===== config.mk =====
export PLATFORM = sky130hd
export DESIGN_NAME = ecall_io_sequencer
export DESIGN_NICKNAME = d
export VERILOG_FILES = /design/src/rtl/ecall_io_sequencer.sv
export SDC_FILE = /design/constraint.sdc
export NUM_CORES = 1
export LEC_CHECK = 0
export BUFFER_PORTS_ARGS = -buffer_cell sky130_fd_sc_hd__buf_4
export CORE_MARGIN = 4
export CORE_UTILIZATION = 41
export CTS_BUF_LIST = sky130_fd_sc_hd__clkbuf_16
export CTS_CLUSTER_DIAMETER = 60
export DETAILED_ROUTE_END_ITERATION = 6
export PLACE_DENSITY_LB_ADDON = 0.05
export SLEW_MARGIN = 10
export SYNTH_ARGS = -nofsm -noshare
export SYNTH_HDL_FRONTEND = slang
export SYNTH_SLANG_ARGS = --single-unit
export TNS_END_PERCENT = 5

===== constraint.sdc =====
create_clock -name clock -period 5.81 [get_ports clock]
set_clock_uncertainty 0.2 [all_clocks]
set_input_delay 0.2905 -clock clock [delete_from_list [all_inputs] [get_ports clock]]
set_output_delay 0.2905 -clock clock [all_outputs]
set_load 0.02 [all_outputs]

===== src/rtl/ecall_io_sequencer.sv =====
// ecall I/O service sequencer: stalls the core on an I/O ecall, waits for a
// debounced confirm press/release, then returns switch data or drives LED/7-seg.
module ecall_io_sequencer #(
  parameter int DEBOUNCE_CYCLES = 100000,
  parameter int CNT_W           = 17
) (
  input  logic        clock,
  input  logic        rst_n,
  input  logic [31:0] Instruction,
  input  logic [31:0] rega7,
  input  logic [31:0] rega0,
  input  logic [15:0] switches,
  input  logic        confirm_btn,
  output logic        stall,
  output logic        io_wen,
  output logic [31:0] io_wdata,
  output logic [15:0] led_out,
  output logic [31:0] seg_value,
  output logic        halted
);

  typedef enum logic [2:0] {
    S_IDLE,
    S_WAIT_PRESS,
    S_WAIT_RELEASE,
    S_COMMIT,
    S_HALT
  } state_t;

  localparam logic [CNT_W-1:0] DB_MAX  = CNT_W'(DEBOUNCE_CYCLES);
  localparam logic [CNT_W-1:0] DB_LAST = CNT_W'(DEBOUNCE_CYCLES - 1);

  state_t           state;
  logic [CNT_W-1:0] cnt;
  logic [2:0]       op_q;
  logic             sync1;
  logic             sync2;
  logic             is_ecall;
  logic             svc_io;
  logic             svc_halt;
  logic             awaited;
  logic             level_ok;
  logic             debounced;

  // Read services 0..3: zero/sign extension of the switch bank.
  function automatic logic [31:0] ext_switches(input logic [1:0] op, input logic [15:0] sw);
    case (op)
      2'd0:    ext_switches = {16'h0000, sw};
      2'd1:    ext_switches = {{24{sw[7]}}, sw[7:0]};
      2'd2:    ext_switches = {24'h000000, sw[7:0]};
      2'd3:    ext_switches = {{16{sw[15]}}, sw};
      default: ext_switches = 32'h0000_0000;
    endcase
  endfunction

  // Service decode and debounce qualification.
  always_comb begin
    is_ecall  = (Instruction == 32'h0000_0073);
    svc_io    = is_ecall && (rega7 < 32'd6);
    svc_halt  = is_ecall && (rega7 == 32'd10);
    awaited   = (state == S_WAIT_PRESS);
    level_ok  = (sync2 == awaited);
    // Counter reaching DEBOUNCE_CYCLES on this edge means the level held that long.
    debounced = level_ok && (cnt == DB_LAST);
  end

  // Two-flop synchronizer for the asynchronous button.
  always_ff @(posedge clock) begin
    if (!rst_n) begin
      sync1 <= 1'b0;
      sync2 <= 1'b0;
    end else begin
      sync1 <= confirm_btn;
      sync2 <= sync1;
    end
  end

  // Service FSM with debounce counter and registered display/halt outputs.
  always_ff @(posedge clock) begin
    if (!rst_n) begin
      state     <= S_IDLE;
      cnt       <= '0;
      op_q      <= 3'd0;
      led_out   <= 16'h0000;
      seg_value <= 32'h0000_0000;
      halted    <= 1'b0;
    end else begin
      case (state)
        S_IDLE: begin
          cnt <= '0;
          if (svc_io) begin
            op_q  <= rega7[2:0];
            state <= S_WAIT_PRESS;
          end else if (svc_halt) begin
            halted <= 1'b1;
            state  <= S_HALT;
          end else begin
            state <= S_IDLE;
          end
        end
        S_WAIT_PRESS, S_WAIT_RELEASE: begin
          if (debounced) begin
            cnt   <= '0;
            state <= (state == S_WAIT_PRESS) ? S_WAIT_RELEASE : S_COMMIT;
          end else if (!level_ok) begin
            cnt <= '0;
          end else if (cnt != DB_MAX) begin
            cnt <= cnt + {{(CNT_W-1){1'b0}}, 1'b1};
          end else begin
            cnt <= cnt;
          end
        end
        S_COMMIT: begin
          cnt <= '0;
          if (op_q == 3'd4) begin
            led_out <= rega0[15:0];
          end else if (op_q == 3'd5) begin
            seg_value <= rega0;
          end else begin
            led_out <= led_out;
          end
          state <= S_IDLE;
        end
        S_HALT: begin
          cnt    <= '0;
          halted <= 1'b1;
          state  <= S_HALT;
        end
        default: begin
          cnt   <= '0;
          state <= S_IDLE;
        end
      endcase
    end
  end

  // Stall and write-back strobe; COMMIT releases the PC in the same cycle.
  always_comb begin
    stall    = 1'b0;
    io_wen   = 1'b0;
    io_wdata = 32'h0000_0000;
    if (!rst_n) begin
      stall = 1'b0;
    end else begin
      case (state)
        S_IDLE:         stall = svc_io || svc_halt;
        S_WAIT_PRESS:   stall = 1'b1;
        S_WAIT_RELEASE: stall = 1'b1;
        S_HALT:         stall = 1'b1;
        S_COMMIT: begin
          stall = 1'b0;
          if (op_q <= 3'd3) begin
            io_wen   = 1'b1;
            io_wdata = ext_switches(op_q[1:0], switches);
          end else begin
            io_wen = 1'b0;
          end
        end
        default:        stall = 1'b0;
      endcase
    end
  end

endmodule

==> results.yml <==
sta:
  slew_viol_final: 0
  fmax_mhz: 340
  tns_ns: 0
  rsz0062_at_grt: "no"
  min_period_ns: 2.94
  hold_viol: 0
  fin_crit_sh: 0.507
  tightest_slew_ns: 1.09
  maxSlewHeadroom: 0.268
  setup_violations: 0
clocking:
  cts_buffers: 9
  clk_pin_slew_worst_paths_ns: 0.06
  clkLatencyLatePin_ns: 0.33
  post_cts_buffers: 0
  cts_max_path_buffers: 2
  cts_tree: "built"
  h-tree-depth: 3
  numClockSinks: 74
  cts-root-buf: "clkbuf_16"
worst_setup_path:
  cp.arrival_ns: 2.45
  crit_required_ns: 5.32
  worstPathMaxFanout: 16
  crit_chain: "and3b_1 > nand3b_1 > nor2_1 > buf_4"
  path_buf_inv: 1
  cp_slowest_cell: "nor2_1"
  worstSetupStartpointType: "flip-flop"
  max_stage_delay_ns: 0.75
  cp-end-kind: "primary output"
  cp_top_family: "simple AND/OR/NAND/NOR gates"
  criticalPathCategory: "reg -> out"
synthesis:
  async_flop_share: 0
  synthTopCellsByArea: "dfxtp_1 (42%), nand2_1 (12%), a21boi_0 (9.0%), buf_4 (3.4%), nor2_1 (3.3%)"
  synth.avg_cell_area_sq_um: 8.13
  ys_types: 40
  yosys_warnings: 0
  syn_area_sq_mm: 0.00352
  synth_nets: 550
  synth_top_area_share: 0.421
  ys_ff_latch: 74
  synthCells: 433
  synth_commonest_cells: "nand2_1 (113), dfxtp_1 (74), a21boi_0 (42), nor2_1 (31), buf_4 (16)"
  synth_ff_type: "dfxtp_1"
  yosysSeqAreaShare: 0.421
  yosys.area.top_type: "dfxtp_1"
  yosysMostFrequentCell: "nand2_1"
  synth-edff-count: 0
place:
  place_hpwl_um: 7850
  place_congestion: 0.887
  port_buffers: 197
  placed_area_sq_mm: 0.00494
detailed_routing:
  drcViolationCount: 0
  final_antenna_net_count: 0
  vias_per_cell: 4.94
  wl_per_cell_um: 14.4
  drtIter0Drc: 92
  drt-pass1-iter-count: 4
  wirelength_um: 10300
  via_count: 3543
floorplanning:
  pin_count: 198
  core_area_sq_mm: 0.00830
  start_util: 0.424
  core.rowCount: 33
  dieArea_sq_mm: 0.0101
  die_h_um: 101
  die_x_um: 101
final_layout:
  final_layout_size_suffix_gt1_frac: 0.358
  antenna_cells: 0
  area_growth_syn_to_layout_pct: 49.8
  nFillCells: 731
  final_area_sq_mm: 0.00527
  fin_nets: 724
  fin_util: 0.635
power_and_ir_drop:
  p_leak_nw: 2.24
  peakVddDrop_mv: 0.166
  powerDensity_mw_per_mm2: 227
global_route:
  grt_pass1_wl_um: 16100
  grt_max_degree: 62
  antenna_found_initial: 0
  grt_usage: 0.197
  grt_overflow: 0
  grt_pass1_vias: 3329
run_status:
  status: "finished clean"
flow_run:
  max_cap_violations: 0
min_path:
  hold_class: "in -> reg"
per-layer routing:
layer  share of wire  GRT usage  wire length, um
met5               0          0                0
met4           0.011     0.0508              115
met3           0.088     0.0747              907
met2            0.49      0.326             5080
met1            0.41      0.240             4220
layout by cell type (no fill, tap or decap), drive strengths merged, types with 7 or more instances in the layout:
| cell | instances |
|---|---|
| buf | 199 |
| nand2 | 113 |
| dfxtp | 74 |
| a21boi | 48 |
| nor2 | 31 |
| nor4 | 16 |
| nand3 | 12 |
| and2 | 11 |
| xnor2 | 9 |
| clkbuf | 9 |
| xor2 | 8 |
| inv | 8 |
| a21o | 7 |
| a22oi | 7 |
worst paths after layout:
kind,end,cells after the start,start,slack (ns)
worst min-delay path,led_out[15],3,rega0[15],0.009
worst min register to register,sync2,1,sync1,0.24
worst max register to register,cnt[14],5,cnt[6],3.40
worst max-delay path,io_wdata[19],4,state[1],2.87
cell type report:
type,instances,area (sq um),area share
Multi-Input combinational cell,316,1810,0.343
Inverter,6,22.5,0.00427
Timing Repair Buffer,200,1500,0.285
Clock inverter,7,101,0.0192
Clock buffer,9,225,0.0427
Sequential cell,74,1480,0.281
Tap cell,105,131,0.0249
worst register-to-register path, delay by kind of cell (launching register included):
kind | cells | cell delay, ns
DFF | 1 | 0.36
and+or+nand+nor | 5 | 1.71
report_power, final:
part	switching [mW]	internal (mW)
logic	0.0248	0.0585
registers	0.000160	0.508
clock network	0.224	0.380
cells by family (layout without fill, tap and decap cells):
family                   Yosys count  after routing  synth area share
AND/OR/NAND/NOR                  219            219             0.298
flip-flops                        74             74             0.421
AO/OA/AOI/OAI                     73             73             0.150
buffers and inverters             43            222            0.0675
XOR/XNOR                          17             17            0.0423
multiplexers                       5              5            0.0146
adder cells (fa/ha/maj)            2              2           0.00711
state kept, by name (all words and copies together) (netlist names):
signal and flops:
seg_value 32, cnt 17, led_out 16, op_q 3
state 3, halted 1, sync1 1, sync2 1
timing repair:
action	in CTS	in global routing
resized for setup	0	0
hold buffers	1	0
hold endpoints to repair	1	0
through the flow:
step	instances	power [mW]	worst slack, ns	hold WS [ns]
3_3_place_gp	700	0.601	3.22	0.216
2_1_floorplan	433	0.537	3.28	0.212
6_report	717	1.20	2.87	0.00877
4_1_cts	717	1.21	2.80	0.00310
3_5_place_dp	700	0.602	3.12	0.225
5_1_grt	717	1.24	2.63	0.0118
(Power assumes the default switching activity.)
